<file path="src/rtl/flip_select_sequencer_pkg.sv">
// Shared SAT constants, sequencer state encoding and the literal-to-wren code
// used by the flip-select sequencer and the variable flip selector.
package flip_select_sequencer_pkg;

    localparam int SAT_NSAT        = 3;
    localparam int SAT_VAR_BITS    = 16;
    localparam int SAT_MAX_CLAUSES = 20;
    localparam int WREN_BITS       = $clog2(SAT_NSAT);

    typedef enum logic [2:0] {
        ST_IDLE,
        ST_REQ,
        ST_WAIT,
        ST_WRITE,
        ST_CAPTURE
    } seq_state_t;

    // The last literal writes all slots at once so the selector sees a complete clause.
    function automatic logic [WREN_BITS-1:0] wren_code(input logic [WREN_BITS-1:0] idx);
        if (idx >= WREN_BITS'(SAT_NSAT - 1)) begin
            return '1;
        end
        return WREN_BITS'(1) << idx;
    endfunction

endpackage

</file>
<file path="src/rtl/flip_select_sequencer.sv">
// Walks the literals of one clause, fetches each variable's break/mask vectors
// and feeds them to the flip selector. Optional timeout: FLIP_SEQ_TIMEOUT_EN.
module flip_select_sequencer
    import flip_select_sequencer_pkg::*;
#(
    parameter int MAX_CLAUSES_PER_VARIABLE = SAT_MAX_CLAUSES,
    parameter int NSAT                     = SAT_NSAT,
    parameter int VAR_BITS                 = SAT_VAR_BITS
) (
    input  logic                                clk,
    input  logic                                reset,
    input  logic                                start_i,
    input  logic [NSAT*VAR_BITS-1:0]            clause_vars_i,
    output logic                                mem_req_o,
    output logic [VAR_BITS-1:0]                 mem_addr_o,
    input  logic                                mem_gnt_i,
    input  logic                                mem_rvalid_i,
    input  logic [MAX_CLAUSES_PER_VARIABLE-1:0] mem_broken_i,
    input  logic [MAX_CLAUSES_PER_VARIABLE-1:0] mem_mask_i,
    output logic [MAX_CLAUSES_PER_VARIABLE-1:0] clause_broken_o,
    output logic [MAX_CLAUSES_PER_VARIABLE-1:0] mask_bits_o,
    output logic [$clog2(NSAT)-1:0]             wren_o,
    output logic [NSAT-1:0]                     break_values_valid_o,
    input  logic [$clog2(NSAT)-1:0]             selected_i,
    output logic                                busy_o,
`ifdef FLIP_SEQ_TIMEOUT_EN
    output logic                                timeout_o,
`endif
    output logic                                done_o,
    output logic                                flip_valid_o,
    output logic [VAR_BITS-1:0]                 flip_var_o
);

    localparam int LIT_BITS = $clog2(NSAT);

    seq_state_t                      state_q, state_d;
    logic [NSAT-1:0][VAR_BITS-1:0]   vars_q;
    logic [LIT_BITS-1:0]             lit_q;
    logic [VAR_BITS-1:0]             cur_var;
    logic                            last_lit;
    logic                            load_zero;
    logic                            load_resp;
    logic                            tmo_fire;
    logic                            accept_start;

    assign cur_var      = vars_q[lit_q];
    assign last_lit     = (lit_q == LIT_BITS'(NSAT - 1));
    assign accept_start = (state_q == ST_IDLE) && start_i;
    assign busy_o       = (state_q != ST_IDLE);

`ifdef FLIP_SEQ_TIMEOUT_EN
    logic [7:0] tmo_cnt_q;
    logic       tmo_hit;

    assign tmo_hit = (tmo_cnt_q == 8'hFF);

    // Restarts on every state change so REQ and WAIT each get a full budget.
    always_ff @(posedge clk or posedge reset) begin
        if (reset) begin
            tmo_cnt_q <= '0;
            timeout_o <= 1'b0;
        end else begin
            if ((state_d != state_q) || !(state_q inside {ST_REQ, ST_WAIT})) begin
                tmo_cnt_q <= '0;
            end else begin
                tmo_cnt_q <= tmo_cnt_q + 8'd1;
            end
            if (accept_start) begin
                timeout_o <= 1'b0;
            end else if (tmo_fire) begin
                timeout_o <= 1'b1;
            end
        end
    end
`endif

    always_ff @(posedge clk or posedge reset) begin
        if (reset) begin
            state_q <= ST_IDLE;
        end else begin
            // NOTE: non-blocking so every register samples pre-edge values.
            state_q <= state_d;
        end
    end

    always_comb begin
        // NOTE: defaults first so no path leaves a signal unassigned (no latches).
        state_d      = state_q;
        mem_req_o    = 1'b0;
        mem_addr_o   = '0;
        wren_o       = '0;
        load_zero    = 1'b0;
        load_resp    = 1'b0;
        tmo_fire     = 1'b0;
        done_o       = 1'b0;
        flip_valid_o = 1'b0;
        flip_var_o   = '0;
        case (state_q)
            ST_IDLE: begin
                if (start_i) state_d = ST_REQ;
            end
            ST_REQ: begin
                if (cur_var == '0) begin
                    load_zero = 1'b1;
                    state_d   = ST_WRITE;
                end else begin
                    mem_req_o  = 1'b1;
                    mem_addr_o = cur_var;
                    if (mem_gnt_i) begin
                        state_d = ST_WAIT;
                    end
`ifdef FLIP_SEQ_TIMEOUT_EN
                    else if (tmo_hit) begin
                        tmo_fire  = 1'b1;
                        load_zero = 1'b1;
                        state_d   = ST_WRITE;
                    end
`endif
                end
            end
            ST_WAIT: begin
                if (mem_rvalid_i) begin
                    load_resp = 1'b1;
                    state_d   = ST_WRITE;
                end
`ifdef FLIP_SEQ_TIMEOUT_EN
                else if (tmo_hit) begin
                    tmo_fire  = 1'b1;
                    load_zero = 1'b1;
                    state_d   = ST_WRITE;
                end
`endif
            end
            ST_WRITE: begin
                wren_o  = wren_code(lit_q);
                state_d = last_lit ? ST_CAPTURE : ST_REQ;
            end
            ST_CAPTURE: begin
                done_o       = 1'b1;
                flip_valid_o = |break_values_valid_o;
                if (selected_i < LIT_BITS'(NSAT)) begin
                    flip_var_o = vars_q[selected_i];
                end
                state_d = ST_IDLE;
            end
            default: state_d = ST_IDLE;
        endcase
    end

    always_ff @(posedge clk or posedge reset) begin
        if (reset) begin
            vars_q               <= '0;
            lit_q                <= '0;
            break_values_valid_o <= '0;
            clause_broken_o      <= '0;
            mask_bits_o          <= '0;
        end else begin
            if (accept_start) begin
                vars_q <= clause_vars_i;
                lit_q  <= '0;
                for (int k = 0; k < NSAT; k++) begin
                    break_values_valid_o[k] <= (clause_vars_i[k*VAR_BITS +: VAR_BITS] != '0);
                end
            end
            if (load_zero) begin
                clause_broken_o <= '0;
                mask_bits_o     <= '0;
            end
            if (load_resp) begin
                clause_broken_o <= mem_broken_i;
                mask_bits_o     <= mem_mask_i;
            end
            if (tmo_fire) begin
                break_values_valid_o[lit_q] <= 1'b0;
            end
            if ((state_q == ST_WRITE) && !last_lit) begin
                lit_q <= lit_q + LIT_BITS'(1);
            end
        end
    end

endmodule

</file>
<file path="config.mk">
export PLATFORM = sky130hd
export DESIGN_NAME = flip_select_sequencer
export DESIGN_NICKNAME = d
export VERILOG_FILES = /design/src/rtl/flip_select_sequencer_pkg.sv /design/src/rtl/flip_select_sequencer.sv
export SDC_FILE = /design/constraint.sdc
export NUM_CORES = 1
export LEC_CHECK = 0
export ABC_AREA = 0
export ABC_CLOCK_PERIOD_IN_PS = 5900
export CAP_MARGIN = 20
export CORE_MARGIN = 5
export CORE_UTILIZATION = 49
export CTS_BUF_LIST = sky130_fd_sc_hd__clkbuf_16
export CTS_CLUSTER_SIZE = 24
export DETAILED_ROUTE_END_ITERATION = 8
export PLACE_DENSITY = 0.92
export SETUP_SLACK_MARGIN = 0.1
export SYNTH_ARGS = -nofsm -noshare
export SYNTH_HDL_FRONTEND = slang
export SYNTH_SLANG_ARGS = --single-unit
</file>
<file path="constraint.sdc">
create_clock -name clk -period 5.9 [get_ports clk]
set_input_delay 1.18 -clock clk [delete_from_list [all_inputs] [get_ports clk]]
set_output_delay 1.18 -clock clk [all_outputs]
set_load 0.005 [all_outputs]
</file>
==> results of run 1 <==
==> worst reg2reg max path, stage by stage (launching register included) <==
cell,delay (ns)
dfrtp_1,1.01
nor2b_1,0.39
a22oi_1,0.37
nand4_1,0.19
nor4_4,0.62
buf_4,0.47
a21oi_1,0.17
==> final cells by class <==
class	count	area [sq um]
repair buffers	183	1815
inverters	7	27.53
clock inverters	5	106.4
multi-input cells	303	2303
flip-flops and latches	96	2402
clock buffers	9	225.2
fillers	683	2728
well taps	133	166.4
==> path summary, 6_finish.rpt <==
kind	cells past startpoint	to	start
max	7	mem_addr_o[15]	lit_q[1]
min	1	vars_q[7]	vars_q[7]
max reg2reg	6	mask_bits_o[8]	lit_q[1]
min reg2reg	1	vars_q[7]	vars_q[7]
max in group asynchronous	3	mask_bits_o[2]	reset
min in group asynchronous	2	clause_broken_o[15]	reset
==> power breakdown <==
group | switching (mW) | internal (mW) | leakage [nW]
sequential | 0.313 | 0.979 | 1.14
combinational | 0.672 | 0.906 | 1.48
clock | 0.252 | 0.411 | 0.158
==> flip-flops by register name, indices dropped and copies added (netlist names) <==
| name | cells |
|---|---|
| break_values_valid_o | 3 |
| lit_q | 2 |
| clause_broken_o | 20 |
| vars_q | 48 |
| state_q | 3 |
| mask_bits_o | 20 |
==> Yosys cell counts <==
cell	count	share of area (%)
xnor2_1	1	0.18
nor4_1	12	1.5
buf_4	1	0.15
buf_6	2	0.46
dfrtp_1	96	49
buf_1	1	0.077
o31a_1	1	0.18
nand3b_1	1	0.15
nor4_4	1	0.43
nand2_1	9	0.69
o2bb2ai_1	1	0.18
mux2_2	59	14
nor3_1	18	1.8
a22oi_1	9	1.4
nor2b_1	3	0.38
nand4_1	4	0.51
a22oi_2	1	0.26
ha_1	3	0.77
a21oi_1	59	6.0
buf_2	12	1.2
nor2_1	46	3.5
inv_1	7	0.54
a22o_1	1	0.18
o22a_1	6	1.1
mux4_2	1	0.46
clkbuf_1	21	1.6
mux2i_1	62	13
or3_1	1	0.13
and2_1	1	0.13
and4_1	3	0.54
==> routing by layer <==
layer	global-route usage (%)	wire length (um)	vias to the layer above
li1	-	-	1912
met1	32.41	6419	2038
met2	40.77	7022	226
met3	5.989	1269	34
met4	8.281	391	0
met5	0	0	-
==> metrics by stage <==
stage,instance area [sq um],power (mW),std cells,hold WS (ns)
global placement,6704,2.791,721,0.5153
floorplan,4892,2.078,443,0.4974
CTS,7036,3.540,735,0.5383
detailed placement,6704,2.865,721,0.5232
finish,7047,3.534,736,0.5395
global route,7047,3.720,736,0.5613
==> cells by family (layout without fill, tap and decap cells) <==
group,after synthesis,after routing,synth area share (%)
flops,96,96,49.10
fa+ha+maj,3,3,0.7673
compound gates,78,78,9.284
simple gates,99,99,9.872
xor+xnor,1,1,0.1791
mux,122,122,26.73
buf+inv,44,204,4.067
==> results.txt, run 1 <==
status: completed
number of I/O port buffers: 175
CTS Hold Bufs: 0
pin slew with the least headroom to its limit: 1.016 ns
Startpoint Class: register
core area: 9774 sq um
RSZ-0062 raised after global routing: no
total congestion overflow: 0
Max VDD drop: 0.3249 mV
antenna violations before repair: 0
diode count: 0
IO Count: 176
slowest CP cell: dfrtp_1
CP delay by family, top: simple AND/OR/NAND/NOR gates
post-synth cell types: 30
critical path fanouts, max: 26
Reg2Reg Setup Slack: 2.54 ns
Final Util: 72.09%
Avg Synthesized Cell Area: 11.04 sq um
Die Wd: 109.9 um
crit path DAT: 3.72 ns
static leakage: 2.782 nW
Post-CTS Repair Setup Buffers: 0
Post-Route WL: 15.10 mm
MaxCap Viol Count: 0
gpl congestion: 0.9726
vias per cell: 5.720
Buf/Inv on CP: 2
Initial Utilization: 50.05%
Die ar.: 12080 sq um
Row Count: 36
post-route setup TNS: 0 ns
final critical-path required period: 4.896 ns
share of cells above drive strength 1: 14.43%
commonest non-fill, non-tap cell in the layout: clkdlybuf4s50_1
vias in the first global route: 4269
max incr delay on CP: 1.01 ns
clock sink total: 96
most frequent cells in the layout: clkdlybuf4s50_1, dfrtp_1, mux2i_1
via count: 4210
CTS H-tree lvls: 3
post-synthesis sequential area ratio: 49.10%
crit-path cells: nor2b_1 -> a22oi_1 -> nand4_1 -> nor4_4 -> buf_6 -> nor3_1 -> clkdlybuf4s50_1
CTS tree: done
global-route wire length before repair: 22.92 mm
largest net degree at the start of global routing: 58
ANT nets after route: 0
Cell Pwr Density: 501.5 nW/um^2
fin nets: 698
Root Buffer: clkbuf_16
drc violations: 0
Post-DP HPWL: 11.33 mm
syn nets: 541
cts repair resizes: 0
Max Slew Vio Count: 0
Mapped Area: 4892 sq um
final setup fails: 0
register clock-pin slew on the reported worst setup and hold paths: 0.07 ns
Hold Path Class: reg2reg
FMAX: 204.2 MHz
clk_skew: 0.008815 ns
TritonRoute pass-1 iters: 4
later-pin clock latency in the skew report: 0.34 ns
Yosys reg bits: 96
cts bufs inserted: 9
global-route usage over all layers: 24.90%
die height: 109.9 um
Syn Inst Count: 443
kind of critical path: reg2out
Avg WL per Cell: 20.52 um
endpoint type of the worst setup path: output pin
initial drt markers: 264
final hold violation count: 0
P&R area growth vs syn: 44.04%
Max Buffers Root-to-Sink: 2
Ys Warns: 0
final worst slack: 1.004 ns
Slew HR: 32.29%
pre-CTS setup slack: 1.174 ns
final worst-path cycle share: 82.99%
worst path required time: 4.72 ns
Note: power is estimated with default switching activity, not from simulation.
==> run 2, diff against run 1 <==
ABC_CLOCK_PERIOD_IN_PS = 5000   (was 5900)
CORE_UTILIZATION = 45   (was 49)
PLACE_DENSITY = 0.85   (was 0.92)
clock period = 5 ns   (was 5.9 ns; I/O delays follow)
==> run 2 against run 1 <==
Effect of this change:
- final area increased by 0.41%
- largest power group unchanged
- count of clock-buffer cells in the layout unchanged
- cell count increased by 1.5%
- setup slack got worse by 0.55 ns
- critical endpoint is now mem_addr_o[6]
- hold slack got worse by 0.0049 ns
- sequential share of layout area decreased by 0.14 points
- register-to-register slack got worse by 0.68 ns
- sequential power increased by 17%
- flip-flop and latch count unchanged
- non-clock buffer count increased by 2
- via count decreased by 3.1%
==> results.txt, run 2 (same netlist as run 1, synthesis figures left out) <==
status: completed
Slew HR: 30.52%
gpl congestion: 1.050
Pint: 2.668 mW
post-route setup TNS: 0 ns
commonest non-fill, non-tap cell in the layout: clkdlybuf4s50_1
Max Buffers Root-to-Sink: 2
fin nets: 700
Worst R2R Path Depth: 6
Flop pwr share: 36.9%
Reg2Reg Setup Slack: 1.86 ns
register clock-pin slew on the reported worst setup and hold paths: 0.07 ns
cts bufs inserted: 9
Cell Area, Placed: 6728 sq um
drc violations: 0
Post-Route WL: 14.56 mm
max FFs per register: 48
combinational power share: 45.1%
Hold Path Class: reg2reg
Root Buffer: clkbuf_16
worst path required time: 4.00 ns
Worst R2R End: mask_bits_o[19]
die height: 114.3 um
Hold WS: 0.5346 ns
most frequent cells in the layout: clkdlybuf4s50_1, dfrtp_1, mux2i_1
share of cells above drive strength 1: 14.83%
later-pin clock latency in the skew report: 0.34 ns
Max VDD drop: 0.3777 mV
Avg WL per Cell: 19.49 um
slowest CP cell: dfrtp_1
FMAX: 219.9 MHz
final setup fails: 0
fin area: 7076 sq um
IO Count: 176
endpoint type of the worst setup path: output pin
final critical-path required period: 4.548 ns
Die ar.: 13060 sq um
crit-path cells: nor2b_1 -> a22oi_1 -> nand4_1 -> nor4_4 -> buf_4 -> nor3_1 -> clkdlybuf4s50_1
kind of critical path: reg2out
Initial Utilization: 45.53%
cts repair resizes: 0
RSZ-0062 raised after global routing: no
Post-DP HPWL: 11.13 mm
diode count: 0
met2 WL: 6.945 mm
initial drt markers: 280
Max Slew Vio Count: 0
Clock power frac: 18.0%
Largest regs: vars_q x48, clause_broken_o x20, mask_bits_o x20
Final Power: 4.098 mW
number of I/O port buffers: 175
Die Wd: 114.3 um
crit path DAT: 3.55 ns
pin slew with the least headroom to its limit: 1.040 ns
metal1 wirelength: 6.062 mm
clk_skew: 0.006566 ns
Post-CTS Repair Setup Buffers: 0
global-route usage over all layers: 22.46%
Row Count: 38
final worst-path cycle share: 90.96%
hold worst-path end: vars_q[11]
core area: 10750 sq um
critical path fanouts, max: 26
via count: 4081
antenna violations before repair: 1
highest metal used: met5
reg2reg start: lit_q[1]
clock sink total: 96
ANT nets after route: 0
Startpoint Class: register
MaxCap Viol Count: 0
max incr delay on CP: 1.01 ns
Switching Share: 34.91%
Hold Startpoint: vars_q[11]
final hold violation count: 0
vias per cell: 5.463
P&R area growth vs syn: 44.63%
Cells on Worst Hold Path: 1
vias in the first global route: 4335
Reg with most FFs: vars_q
total congestion overflow: 0
largest net degree at the start of global routing: 63
CTS Hold Bufs: 0
Cell Pwr Density: 579.2 nW/um^2
CTS H-tree lvls: 3
static leakage: 2.798 nW
CTS tree: done
Sw Pwr: 1.431 mW
met3 wire len: 1.167 mm
TritonRoute pass-1 iters: 7
global-route wire length before repair: 22.96 mm
==> run 2: cell types whose count changed in the layout (fill, tap and decap cells not counted) <==
cell	previous run	this run
bufinv_16	3	2
buf_4	7	9
clkinv_4	0	2
buf_6	1	0
clkinv_2	1	2
clkinvlp_4	1	0
clkinv_1	0	1
buf_16	0	1
==> run 2: worst max-delay path: cells and delay by family (launching register included) <==
kind	cells	cell delay, ns
flops	1	1.01
simple gates	4	1.01
buf+inv	2	0.76
compound gates	1	0.42
==> run 2: power groups by stage <==
stage	combinational (mW)	clock (mW)	sequential, mW
6_report	1.85	0.736	1.51
5_1_grt	2.02	0.786	1.56
4_1_cts	1.86	0.751	1.51
3_5_place_dp	1.84	0	1.52
3_3_place_gp	1.80	0	1.50
2_1_floorplan	1.08	0	1.37
==> run 2: worst max path at each step <==
stage / slack (ns) / cells past startpoint / startpoint / to
after floorplan: 1.49 / 1 / reset / break_values_valid_o[0]
after global placement: 0.94 / 7 / lit_q[1] / mem_addr_o[15]
after detailed placement: 0.87 / 7 / lit_q[1] / mem_addr_o[13]
after CTS: 0.49 / 7 / lit_q[1] / mem_addr_o[13]
after global routing: 0.23 / 7 / lit_q[1] / mem_addr_o[6]
final: 0.45 / 7 / lit_q[1] / mem_addr_o[6]
==> run 2: per-stage QoR <==
stage	std cells	worst slack, ns	utilization, %
floorplan	443	1.495	-
global placement	730	0.9399	62.61
detailed placement	730	0.8689	62.61
CTS	746	0.4944	65.59
global route	747	0.2277	65.85
finish	747	0.4521	65.85
==> run 2: layout make-up <==
cell class,instances,area (sq um)
Clock buffer,9,225.2
Clock inverter,7,95.09
Fill cell,878,3670
Inverter,7,27.53
Multi-Input combinational cell,303,2303
Sequential cell,96,2402
Tap cell,140,175.2
Timing Repair Buffer,185,1847
==> run 2: layer usage <==
layer	vias to the layer above	track usage, %
li1	1909	-
met4	2	8.789
met5	-	0
met2	190	37.35
met3	29	5.338
met1	1951	28.32
==> run 3, diff against run 2 <==
CORE_UTILIZATION = 30   (was 45)
PLACE_DENSITY = 0.62   (was 0.85)
==> run 3 against run 2 <==
Effect of this change:
- maximum frequency grew 2.5%
- sequential share of layout area shrank 0.27 points
- first-iteration DRC count shrank 44%
- clock skew is essentially flat
- clock power shrank 6.3%
- hold slack gained 0.0090 ns
- non-clock buffer count grew 1
- critical path depth grew 1
- die area grew 45%
- wire length grew 5.1%
- total power shrank 1.6%
- critical endpoint unchanged
- largest power group unchanged
==> results.txt, run 3 (same netlist as run 1, synthesis figures left out) <==
antenna violations before repair: 0
total congestion overflow: 0
Max Buffers Root-to-Sink: 2
most frequent cells in the layout: clkdlybuf4s50_1, dfrtp_1, mux2i_1
die height: 137.7 um
Worst R2R Path Depth: 8
Startpoint Class: register
worst path required time: 4.00 ns
pin slew with the least headroom to its limit: 1.008 ns
Pint: 2.616 mW
final setup fails: 0
cts bufs inserted: 9
CTS H-tree lvls: 3
post-route setup TNS: 0 ns
Row Count: 46
endpoint type of the worst setup path: output pin
Reg2Reg Setup Slack: 1.82 ns
number of I/O port buffers: 175
CTS Hold Bufs: 0
commonest non-fill, non-tap cell in the layout: clkdlybuf4s50_1
Initial Utilization: 30.69%
register clock-pin slew on the reported worst setup and hold paths: 0.07 ns
diode count: 0
later-pin clock latency in the skew report: 0.35 ns
core area: 15940 sq um
max FFs per register: 48
Avg WL per Cell: 18.57 um
Die ar.: 18960 sq um
Cell Pwr Density: 565.1 nW/um^2
via count: 4038
combinational power share: 45.8%
Max VDD drop: 0.2872 mV
fill count: 1490
Clock power frac: 17.1%
clk_skew: 0.006575 ns
vias per cell: 4.900
drc violations: 0
vias in the first global route: 4312
Sw Pwr: 1.416 mW
Post-CTS Repair Setup Buffers: 0
crit-path cells: buf_4 -> mux2_2 -> a22oi_1 -> nand4_1 -> nor4_4 -> buf_4 -> nor3_1 -> clkdlybuf4s50_1
Cells on Worst Hold Path: 1
fin nets: 701
initial drt markers: 158
non-filler cells, final: 824
Switching Share: 35.12%
Post-DP HPWL: 11.89 mm
gpl congestion: 0.8521
Root Buffer: clkbuf_16
TritonRoute pass-1 iters: 4
largest net degree at the start of global routing: 51
slowest CP cell: dfrtp_1
static leakage: 2.790 nW
final critical-path required period: 4.437 ns
final worst-path cycle share: 88.74%
placed cell count: 808
share of cells above drive strength 1: 14.97%
Reg with most FFs: vars_q
global-route usage over all layers: 16.16%
ANT nets after route: 0
RSZ-0062 raised after global routing: no
critical path fanouts, max: 19
Hold WS: 0.5436 ns
FMAX: 225.4 MHz
CP dominant cell by count: buf_4
Hold Path Class: reg2reg
CTS tree: done
final hold violation count: 0
Max Slew Vio Count: 0
pre-CTS setup slack: 0.9042 ns
Post-Route WL: 15.30 mm
P&R area growth vs syn: 45.81%
crit path DAT: 3.44 ns
final worst slack: 0.5631 ns
status: completed
kind of critical path: reg2out
Largest regs: vars_q x48, clause_broken_o x20, mask_bits_o x20
global-route wire length before repair: 23.47 mm
cts repair resizes: 0
Die Wd: 137.7 um
MaxCap Viol Count: 0
Flop pwr share: 37.1%
max incr delay on CP: 0.73 ns
Slew HR: 32.63%
clock sink total: 96
IO Count: 176
## run 3: cell count changes in the layout (fill, tap and decap cells not counted)
cell       delta
clkinv_4      -1
clkinv_2      +1
buf_16        -1
buf_4         +2
inv_1         +1
inv_6         +1
clkinv_1      -1
bufinv_16     -1
## run 3: layer usage
| metal | GRT usage [%] | vias up | share of wire (%) |
|---|---|---|---|
| met4 | 6.696 | 0 | 3.0 |
| met3 | 3.908 | 28 | 7.8 |
| met1 | 20.23 | 1918 | 42 |
| met5 | 0 | - | 0 |
| li1 | - | 1922 | - |
| met2 | 26.71 | 170 | 47 |
## run 3: layout make-up
cell class,count,area (sq um),share of cell area (%)
Inverter,7,27.53,0.3859
Timing Repair Buffer,186,1834,25.71
Multi-Input combinational cell,303,2303,32.29
Sequential cell,96,2402,33.68
Clock buffer,9,225.2,3.157
Tap cell,216,270.3,3.789
Clock inverter,7,70.07,0.9823
## run 3: final timing paths
check	end	startpoint
max	mem_addr_o[6]	lit_q[1]
min	vars_q[0]	vars_q[0]
max reg2reg	clause_broken_o[11]	lit_q[1]
min reg2reg	vars_q[0]	vars_q[0]
max in group asynchronous	mask_bits_o[7]	reset
min in group asynchronous	clause_broken_o[15]	reset
## run 3: worst max-delay path, delay by kind of cell (launching register included)
family                 cells  cell delay, ns
flip-flops                 1            0.73
AO/OA/AOI/OAI              1            0.23
multiplexers               1            0.35
buffers and inverters      3            1.04
AND/OR/NAND/NOR            3            0.73
## run 3: through the flow
step | total power, mW | cell area, sq um | util [%]
after detailed placement | 3.376 | 6838 | 42.89
final | 4.031 | 7133 | 44.74
after global placement | 3.323 | 6838 | 42.89
after floorplan | 2.453 | 4892 | -
after CTS | 4.084 | 7133 | 44.74
after global routing | 4.317 | 7133 | 44.74
## run 3: power by group through the flow
stage | Sequential (mW) | Combinational (mW) | Clock [mW]
2_1_floorplan | 1.37 | 1.08 | 0
3_3_place_gp | 1.50 | 1.82 | 0
3_5_place_dp | 1.51 | 1.86 | 0
4_1_cts | 1.50 | 1.87 | 0.714
5_1_grt | 1.55 | 2.03 | 0.742
6_report | 1.50 | 1.85 | 0.690
